File: src/rtl/booth_r4_multiplier.sv
// booth_r4_multiplier
// Sequential radix-4 Booth multiplier with a start/busy/done handshake.
// Each operand is extended to WIDTH+2 bits, by sign or by zeros as selected by sgn.
// Every operation then takes exactly WIDTH/2+1 Booth steps, whatever the mode.
//
// Ports:
//   clk     - clock, rising edge
//   rst     - synchronous active-low reset
//   St      - start request; accepted only while idle
//   sgn     - 1: two's-complement operands, 0: unsigned (sampled with St)
//   Mplier  - multiplier operand (sampled with St)
//   Mcand   - multiplicand operand (sampled with St)
//   busy    - high while an operation is in progress
//   done    - one-cycle pulse when product has been updated
//   product - 2*WIDTH-bit result, held until the next completion
module booth_r4_multiplier #(
   parameter int unsigned WIDTH = 8
) (
   input  logic                 clk,
   input  logic                 rst,
   input  logic                 St,
   input  logic                 sgn,
   input  logic [WIDTH-1:0]     Mplier,
   input  logic [WIDTH-1:0]     Mcand,
   output logic                 busy,
   output logic                 done,
   output logic [2*WIDTH-1:0]   product
);

   localparam int unsigned ITER = WIDTH / 2 + 1;
   localparam int unsigned EW   = WIDTH + 2;  // extended operand width
   localparam int unsigned AW   = WIDTH + 4;  // accumulator width, holds +/-2M
   localparam int unsigned CW   = $clog2(ITER + 1);

   generate
      if ((WIDTH < 4) || ((WIDTH % 2) != 0)) begin : g_bad_width
         $error("booth_r4_multiplier: WIDTH must be even and >= 4");
      end
   endgenerate

   typedef enum logic [0:0] {StIdle, StCalc} state_e;

   state_e               state_q, state_d;
   logic [AW-1:0]        acc_q, acc_d;
   logic [EW-1:0]        mq_q, mq_d;     // multiplier, shifts out as steps retire
   logic                 q1_q, q1_d;     // appended bit b[-1]
   logic [EW-1:0]        mc_q, mc_d;
   logic [CW-1:0]        cnt_q, cnt_d;
   logic [2*WIDTH-1:0]   prod_q, prod_d;
   logic                 done_q, done_d;

   logic [2:0]           triplet;
   logic [AW-1:0]        m1, m2, pp, sum, acc_sh;
   logic [EW-1:0]        mq_sh;

   // Booth step datapath: select partial product, add, then shift the
   // combined {acc, mq, q1} register right arithmetically by two.
   always_comb begin
      triplet = {mq_q[1:0], q1_q};
      m1      = {{2{mc_q[EW-1]}}, mc_q};
      m2      = {mc_q[EW-1], mc_q, 1'b0};
      pp      = '0;
      case (triplet)
         3'b001, 3'b010: pp = m1;
         3'b011:         pp = m2;
         3'b100:         pp = ~m2 + 1'b1;
         3'b101, 3'b110: pp = ~m1 + 1'b1;
         default:        pp = '0;
      endcase
      sum    = acc_q + pp;
      acc_sh = {{2{sum[AW-1]}}, sum[AW-1:2]};
      mq_sh  = {sum[1:0], mq_q[EW-1:2]};
   end

   always_comb begin
      state_d = state_q;
      acc_d   = acc_q;
      mq_d    = mq_q;
      q1_d    = q1_q;
      mc_d    = mc_q;
      cnt_d   = cnt_q;
      prod_d  = prod_q;
      done_d  = 1'b0;
      busy    = (state_q == StCalc);

      unique case (state_q)
         StIdle: begin
            if (St) begin
               mq_d    = sgn ? {{2{Mplier[WIDTH-1]}}, Mplier} : {2'b00, Mplier};
               mc_d    = sgn ? {{2{Mcand[WIDTH-1]}}, Mcand} : {2'b00, Mcand};
               acc_d   = '0;
               q1_d    = 1'b0;
               cnt_d   = '0;
               state_d = StCalc;
            end
         end
         StCalc: begin
            acc_d = acc_sh;
            mq_d  = mq_sh;
            q1_d  = mq_q[1];
            cnt_d = cnt_q + 1'b1;
            if (cnt_q == CW'(ITER - 1)) begin
               // After the last shift mq holds the low EW product bits.
               prod_d  = {acc_sh[WIDTH-3:0], mq_sh};
               done_d  = 1'b1;
               state_d = StIdle;
            end
         end
         default: state_d = StIdle;
      endcase
   end

   always_ff @(posedge clk) begin
      if (!rst) begin
         state_q <= StIdle;
         acc_q   <= '0;
         mq_q    <= '0;
         q1_q    <= 1'b0;
         mc_q    <= '0;
         cnt_q   <= '0;
         prod_q  <= '0;
         done_q  <= 1'b0;
      end else begin
         state_q <= state_d;
         acc_q   <= acc_d;
         mq_q    <= mq_d;
         q1_q    <= q1_d;
         mc_q    <= mc_d;
         cnt_q   <= cnt_d;
         prod_q  <= prod_d;
         done_q  <= done_d;
      end
   end

   assign done    = done_q;
   assign product = prod_q;

endmodule
File: config.mk
export PLATFORM = sky130hd
export DESIGN_NAME = booth_r4_multiplier
export DESIGN_NICKNAME = d
export VERILOG_FILES = /design/src/rtl/booth_r4_multiplier.sv
export SDC_FILE = /design/constraint.sdc
export NUM_CORES = 1
export LEC_CHECK = 0
export ABC_AREA = 0
export CORE_UTILIZATION = 55
export DETAILED_ROUTE_END_ITERATION = 8
export GPL_TIMING_DRIVEN = 0
export PLACE_DENSITY = 0.8
export RECOVER_POWER = 25
export SLEW_MARGIN = 5
export SYNTH_ARGS = -nofsm -noshare
export SYNTH_HDL_FRONTEND = slang
export SYNTH_SLANG_ARGS = --single-unit
File: constraint.sdc
create_clock -name clk -period 4.5 [get_ports clk]
set_input_delay 0.45 -clock clk [delete_from_list [all_inputs] [get_ports clk]]
set_output_delay 0.45 -clock clk [all_outputs]
set_load 0.1 [all_outputs]
# Word-level counts from Yosys, hierarchy flattened
# Cells that the tools add are included.
[totals]
reg_bits = 54
input_bits = 20
out_inout_bits = 18
word_cells = 43
[op_classes]
add_sub_neg = 4
eq_ne = 8
n_mux = 15
bitwise = 3
reduce_logical = 5
[op_table]
columns = ["op", "count"]
rows = [
  ["one-hot mux 12 bit (4 select lines)", 1],
  ["two-way mux 10 bit", 3],
  ["adder 12 x 1 -> 12 bit (second input constant)", 2],
  ["inverter 12 bit", 2],
  ["one-hot mux 12 bit (2 select lines)", 1],
  ["one-hot mux 10 bit (2 select lines)", 1],
  ["adder 12 bit", 1],
  ["== test 3 bit (second input constant)", 4],
  ["two-way mux 12 bit", 1],
  ["== test 3 x 2 -> 1 bit (second input constant)", 2],
  ["one-hot mux 3 bit (2 select lines)", 1],
  ["AND reduction 2 bit", 3],
  ["two-way mux 1 bit", 4],
  ["one-hot mux 1 bit (2 select lines)", 2],
  ["OR reduction 2 bit", 2],
  ["adder 3 x 1 -> 3 bit (second input constant)", 1],
  ["== test 3 x 1 -> 1 bit (second input constant)", 1],
  ["two-way mux 3 bit", 1],
  ["!= test 2 bit (second input constant)", 1],
  ["inverter 1 bit", 1],
]

# Depth between registers and ports, before layout
# Gate-level depths: netlist of the first run.
[logic_depth]
depth_word = 5
mapped_depth = 18
depth_no_buf = 18

# Least setup slack after synthesis of the first run
# No wires, ideal clock.
[synth_timing]
path_kind = "register -> register"
from = "reg mc_q[0]"
to = "reg acc_q[10]"
setup_time_ps = 120
arrival_time_ps = 3367
required_time_ps = 4380
setup_slack_ps = 1013
path_stages_with_launch = 16
n_path_buf = 1
period_less_slack_ps = 3487
cell_sequence = "dfxtp_1 -> or3_1 -> buf_2 -> or3_1 -> a22oi_1 -> nor2_1 -> a221o_1 -> ha_1 -> a21oi_1 -> a21oi_1 -> a211o_1 -> a31oi_1 -> o21ai_1 -> xnor2_2 -> and3_1 -> o31a_1"
[synth_between]
elab_chain_cells = 5
word_cells_on_any_way = 7
classes_between = "3 x add/sub; 2 x mux; 2 x bitwise"
[synth_rtl]
columns = ["item", "line_no", "rtl"]
rows = [
  ["start, declared", "47", "logic [EW-1:0] mc_q, mc_d;"],
  ["start signal, assigned", "128", "mc_q <= mc_d;"],
  ["inverter 12 bit, on equally long branches", "67, 66", ""],
  ["adder 12 x 1 -> 12 bit, on equally long branches", "67, 66", ""],
  ["one-hot mux 12 bit (4 select lines) (*)", "63", "case (triplet)"],
  ["adder 12 bit (*)", "70", "sum = acc_q + pp;"],
  ["one-hot mux 12 bit (2 select lines) (*)", "86", "unique case (state_q)"],
  ["end signal, assigned", "116", "acc_q <= '0;"],
  ["end signal, assigned", "125", "acc_q <= acc_d;"],
  ["end, declared", "44", "logic [AW-1:0] acc_q, acc_d;"],
]
# Every way passes the cells marked *; elsewhere a longest branch is shown, timed or not.
# A chain may end at the register's enable or synchronous reset.

# Worst setup path after layout of the first run
# Same ends and word-level chain as after synthesis.

==> impl_metrics.ini, run 1 <==
[status]
outcome = finished, final reports clean

[timing]
setup_violations = 0
fin_crit_sh = 0.909
timing.fmax_mhz = 245
period_needed_ns = 4.09
fin_ws_ns = 0.412
finalHoldViolCount = 0
clock_skew_ns = 0.00706
tns_ns = 0
slew_violations = 0
maxSlewHeadroom = 0.348
rsz0062_at_grt = false
tightest_slew_ns = 0.975

[finish]
num_antenna_cells = 0
nNetsFinal = 449
area_growth_pct = 18.9
drive_gt1_frac = 0.0337
fillers = 460
final_cells = 485
post-route-util = 0.683

[routing]
routedWlPerCell_um = 15.1
num_vias = 2797
drtIter0Drc = 181
via_per_inst = 5.77
routed_wl_um = 7300
drcViolationCount = 0
ant_nets = 0
first_pass_iters = 5

[cts]
holdBufCountCts = 0
cts_num_sinks = 51
clock_latency_ns = 0.31
cts_resized = 0
cts-root-buf = clkbuf_8
cts_max_level = 2
cts.path.max_buffers = 2
cts_tree = yes
cts_setup_buffers = 0
path_clk_slew_ns = 0.09
numCtsBuffers = 5

[min_path]
hold_start = product[9]
whs_endpoint = product[9]
hold_depth = 2
hp-class = reg2reg

[yosys]
ys_async_sr_fraction = 0
netlist_area_um2 = 2930
synth_sequential_area_ratio = 0.348
synth_edf_count = 0
synth_ff_type = dfxtp_1
synthCells = 370
syn_avg_cell_area_um2 = 7.93
yosys_register_bits = 51
syn_nets = 405
yosysWarnings = 0
ys_types = 53

[worst_setup_path]
rrSetupSlack_ns = 0.41
reg2reg_from = mc_q[0]
critPathCaptureType = flip-flop
regToRegEndpoint = acc_q[10]
path_max_fanout = 6
critical_path_class = reg2reg
startpoint_type = flip-flop
critPathRequiredTime_ns = 4.71
worstPathArrival_ns = 4.29
rr_worst_depth = 18

[global_routing]
grt_overflow = 0
track_usage = 0.275
grt_max_degree = 16
antenna_found_initial = 0
grt_pass1_vias = 2428
grt_first_pass_wirelength_um = 11400

[floorplanning]
num_rows = 26
coreArea_um2 = 5110
io_pins = 38
die_h_um = 75.0
die_area_um2 = 5630
start_util = 0.574
die_w_um = 75.0

[power]
power_density_nw_per_um2 = 275
irDropWorstVdd_v = 0.000221
total_leakage_power_nw = 1.36

[place]
portBuffers = 37
pre_cts_ws_ns = 0.559
place_congestion = 0.896
dp_cells = 477
dp_hpwl_um = 5350

[flow_run]
maxCapViolations = 0
==> metrics by stage <==
step                      power, W  hold WS [ns]  cell area, um2
after floorplan           0.000627         0.444            2930
after CTS                 0.000961         0.462            3490
after global placement    0.000681         0.438            3390
after global routing       0.00100         0.499            3490
final                     0.000959         0.466            3490
after detailed placement  0.000686         0.445            3390
==> worst max-delay path by stage <==
stage / from / to / slack (ns) / cells after the start
global route: mc_q[0] / acc_q[10] / 0.19 / 18
finish: mc_q[0] / acc_q[10] / 0.41 / 18
global placement: mc_q[0] / acc_q[10] / 0.61 / 18
CTS: mc_q[0] / acc_q[10] / 0.48 / 18
floorplan: mc_q[0] / acc_q[10] / 1.01 / 15
detailed placement: mc_q[0] / acc_q[10] / 0.56 / 18
==> state kept, by name, indices dropped and copies added (netlist names) <==
| name | count |
|---|---|
| acc_q | 10 |
| busy | 1 |
| cnt_q | 3 |
| done | 1 |
| mc_q | 9 |
| mq_q | 10 |
| product | 16 |
| q1_q | 1 |
==> routing by layer <==
metal  vias up  GRT usage  part of all wire
met4         0      0.109             0.020
met3        14     0.0509             0.053
li1       1384          -                 -
met1      1320      0.376              0.46
met5         -          0                 0
met2        79      0.428              0.47
==> final cells by class <==
cell class / instances / area (um2) / area share
clock buffer: 7 / 86.3 / 0.0248
tap: 70 / 87.6 / 0.0251
clock inverter: 1 / 8.76 / 0.00251
timing repair buffer: 37 / 370 / 0.106
buffer: 22 / 91.3 / 0.0262
inverter: 15 / 56.3 / 0.0162
multi-input combinational: 282 / 1760 / 0.506
sequential: 51 / 1020 / 0.293
==> Yosys cell counts (all sizes together) (9+ instances only) <==
master / n / area [um2]
dfxtp: 51 / 1020
a21oi: 45 / 229
nor2: 43 / 161
nand2: 34 / 128
o21ai: 21 / 105
clkbuf: 19 / 71.3
inv: 15 / 56.3
a22o: 14 / 123
ha: 14 / 175
xnor2: 12 / 113
mux2i: 10 / 100
nor2b: 10 / 62.6
nor3b: 9 / 67.6
==> logic make-up after synthesis <==
group,after synthesis,share of synthesized area
AO/OA/AOI/OAI,109,0.231
XOR/XNOR,16,0.0503
adder cells (fa/ha/maj),15,0.0666
buffers and inverters,37,0.0503
flip-flops,51,0.348
multiplexers,10,0.0341
AND/OR/NAND/NOR,132,0.220
==> where the power goes <==
part / switching, W / internal (W) / leakage [nW]
Combinational: 0.000115 / 0.0000816 / 0.899
Clock: 0.000155 / 0.000126 / 0.0484
Sequential: 0.0000154 / 0.000466 / 0.414
==> critical path: stages (launching register included) <==
cell and delay [ns]:
dfxtp_1 0.35, inv_1 0.09, ha_1 0.21, nor2b_1 0.39
nand2_1 0.14, nand2_1 0.12, xnor2_1 0.11, a22oi_1 0.21
nor2_1 0.06, a221o_1 0.29, ha_1 0.37, a21oi_1 0.24
a21oi_1 0.11, a211o_1 0.26, a31oi_1 0.24, o21ai_1 0.16
xnor2_2 0.16, and3_1 0.19, o31a_1 0.27
==> cells in the final DEF (no fill, tap or decap), types with 3 or more instances in the layout <==
master / synthesis / routed
a21o_1: 4 / 4
o21ai_1: 16 / 16
inv_1: 14 / 15
nor2b_1: 10 / 10
clkdlybuf4s50_1: 0 / 35
o22ai_1: 4 / 4
nand2b_1: 8 / 8
a22o_1: 14 / 14
xnor2_1: 11 / 11
nor3b_1: 9 / 9
mux2i_1: 10 / 10
a31oi_1: 4 / 4
nor3_1: 7 / 7
clkbuf_8: 0 / 6
clkbuf_1: 19 / 21
o21ai_0: 5 / 5
ha_1: 14 / 14
dfxtp_1: 51 / 51
nor2_1: 43 / 43
nand2_1: 34 / 34
and3_1: 3 / 3
nand3_1: 6 / 6
a21oi_1: 44 / 44
xor2_1: 4 / 4
Power figures use the tool's default switching activity.
==> inputs of run 2 (changes only) <==
--- a/config.mk
+++ b/config.mk
@@ -5,12 +5,14 @@
 export SDC_FILE = /design/constraint.sdc
 export NUM_CORES = 1
 export LEC_CHECK = 0
-export ABC_AREA = 0
+export ABC_AREA = 1
+export CAP_MARGIN = 10
 export CORE_UTILIZATION = 55
 export DETAILED_ROUTE_END_ITERATION = 8
 export GPL_TIMING_DRIVEN = 0
 export PLACE_DENSITY = 0.8
 export RECOVER_POWER = 25
+export SETUP_SLACK_MARGIN = 0.05
 export SLEW_MARGIN = 5
 export SYNTH_ARGS = -nofsm -noshare
 export SYNTH_HDL_FRONTEND = slang
==> impl_metrics.ini, run 2 <==
[timing]
timing.fmax_mhz = 344
clock_skew_ns = 0.00830
period_needed_ns = 2.90
holdWs_ns = 0.459
maxSlewHeadroom = 0.348
tns_ns = 0
fin_crit_sh = 0.645
tightest_slew_ns = 0.976
fin_ws_ns = 1.60
finalHoldViolCount = 0
rsz0062_at_grt = false
setup_violations = 0
slew_violations = 0

[worst_setup_path]
critPathRequiredTime_ns = 4.68
crit_slowest_cell = a221o_1
critical_path.cell_chain = inv_1, ha_1, nand2_1, nor2_2, xor2_1, inv_1, a221o_1, ha_1, nand2_1, o21ai_0, inv_1, nand2_1, nand2_1, nand2_1, a21oi_1, o21ai_1, a21oi_1
startpoint_type = flip-flop
cp_common_cell = nand2_1
crit_family = compound AO/OA/AOI/OAI gates
path_max_fanout = 5
worstPathArrival_ns = 3.09
crit_buf_inv = 3
critical_path_class = reg2reg
critPathCaptureType = flip-flop
cpPeakStageDelay_ns = 0.39

[yosys]
ys_async_sr_fraction = 0
yosysWarnings = 0
synth_sequential_area_ratio = 0.362
syn_nets = 415
yosysTopAreaCell = dfxtp_1
netlist_area_um2 = 2820
synth_common_cells = nand2_1, dfxtp_1, inv_1, a21oi_1, nand3_1
yosys-top-cells-area = dfxtp_1, nand2_1, ha_1
yosys_register_bits = 51
syn_avg_cell_area_um2 = 7.43
synthCells = 380
synth_ff_type = dfxtp_1
ys_types = 44
yosysMostFrequentCell = nand2_1
synth_edf_count = 0
yosys.area.top_type_share = 0.362

[floorplanning]
io_pins = 38
coreArea_um2 = 4820
start_util = 0.586
die_h_um = 73.7
die_w_um = 73.7
die_area_um2 = 5430
num_rows = 25

[global_routing]
grt_max_degree = 18
grt_overflow = 0
use_met1 = 0.329
grt_pass1_vias = 2539
track_usage = 0.262
antenna_found_initial = 0
use_met2 = 0.452
grt_busiest_layer = met2
use_met3 = 0.0398
grt_first_pass_wirelength_um = 10900

[cts]
numCtsBuffers = 5
cts_resized = 0
holdBufCountCts = 0
cts-root-buf = clkbuf_8
cts_num_sinks = 51
cts_max_level = 2
path_clk_slew_ns = 0.10
cts_tree = yes
clock_latency_ns = 0.31
cts_setup_buffers = 0
cts.path.max_buffers = 2

[finish]
drive_gt1_frac = 0.0802
layout_common_cells = nand2_1, dfxtp_1, inv_1, clkdlybuf4s50_1, a21oi_1
num_antenna_cells = 0
post-route-util = 0.694
final_common_cell = nand2_1
largest_reg_flops = 16
final_cells = 491
nNetsFinal = 458
area_growth_pct = 18.3

[place]
place_congestion = 0.876
dp_hpwl_um = 5010
portBuffers = 36
dp_cells = 483
pre_cts_ws_ns = 1.67

[power]
sequentialPowerShare = 0.515
p_sw_w = 0.000285
total_leakage_power_nw = 1.41
p_comb_frac = 0.189
pwr-share-clk = 0.295
internal_power_w = 0.000646
swShare = 0.306
irDropWorstVdd_v = 0.000176
power_density_nw_per_um2 = 279

[flow_run]
maxCapViolations = 0

[routing]
first_pass_iters = 5
routedWlPerCell_um = 13.0
drtIter0Drc = 161
ant_nets = 0
num_vias = 2688
routed_wl_um = 6410
drcViolationCount = 0
via_per_inst = 5.47

[status]
outcome = finished, final reports clean

[min_path]
hp-class = in2reg
## run 2: metal layers
metal / share of wire / up-vias
met2: 0.47 / 74
met1: 0.46 / 1248
met3: 0.047 / 9
met5: 0 / -
met4: 0.015 / 0
li1: - / 1357
## run 2: cell type report
class	instances	area [um2]
fillers	429	1480
flip-flops and latches	51	1020
multi-input cells	268	1550
clock buffers	5	68.8
repair buffers	36	360
inverters	51	191
plain buffers	10	41.3
well taps	67	83.8
clock inverters	3	22.5
## run 2: cells by family (layout without fill, tap and decap cells)
group / Yosys count / after routing / share of synthesized area
xor gates and xnor gates: 10 / 10 / 0.0310
DFF: 51 / 51 / 0.362
adders and majority gates: 15 / 15 / 0.0691
buffers and inverters: 61 / 105 / 0.0860
and+or+nand+nor: 151 / 151 / 0.247
AOI/OAI and AO/OA: 92 / 92 / 0.205
## run 2: through the flow
| step | power (W) | instance area, um2 |
|---|---|---|
| after floorplan | 0.000615 | 2820 |
| after global placement | 0.000662 | 3270 |
| after detailed placement | 0.000666 | 3270 |
| after CTS | 0.000936 | 3360 |
| after global routing | 0.000977 | 3340 |
| final | 0.000931 | 3340 |
## run 2: power by group through the flow
stage	clock network [W]	logic, W	registers, W
after global placement	0	0.000173	0.000490
after floorplan	0	0.000123	0.000492
after CTS	0.000279	0.000177	0.000479
after global routing	0.000298	0.000197	0.000482
after detailed placement	0	0.000176	0.000490
final	0.000275	0.000176	0.000480
## run 2: tightest hold or removal path: cells and delay by family
kind                   cells  cell delay (ns)
AOI/OAI and AO/OA          2             0.12
buffers and inverters      1             0.16
## run 2: worst paths after layout
check,startpoint,endpoint,slack (ns),cells after the start
setup / recovery,mc_q[0],acc_q[7],1.60,17
hold / removal,rst,mc_q[1],0.46,3
setup reg to reg,mc_q[0],acc_q[7],1.60,17
hold reg to reg,product[3],product[3],0.47,2
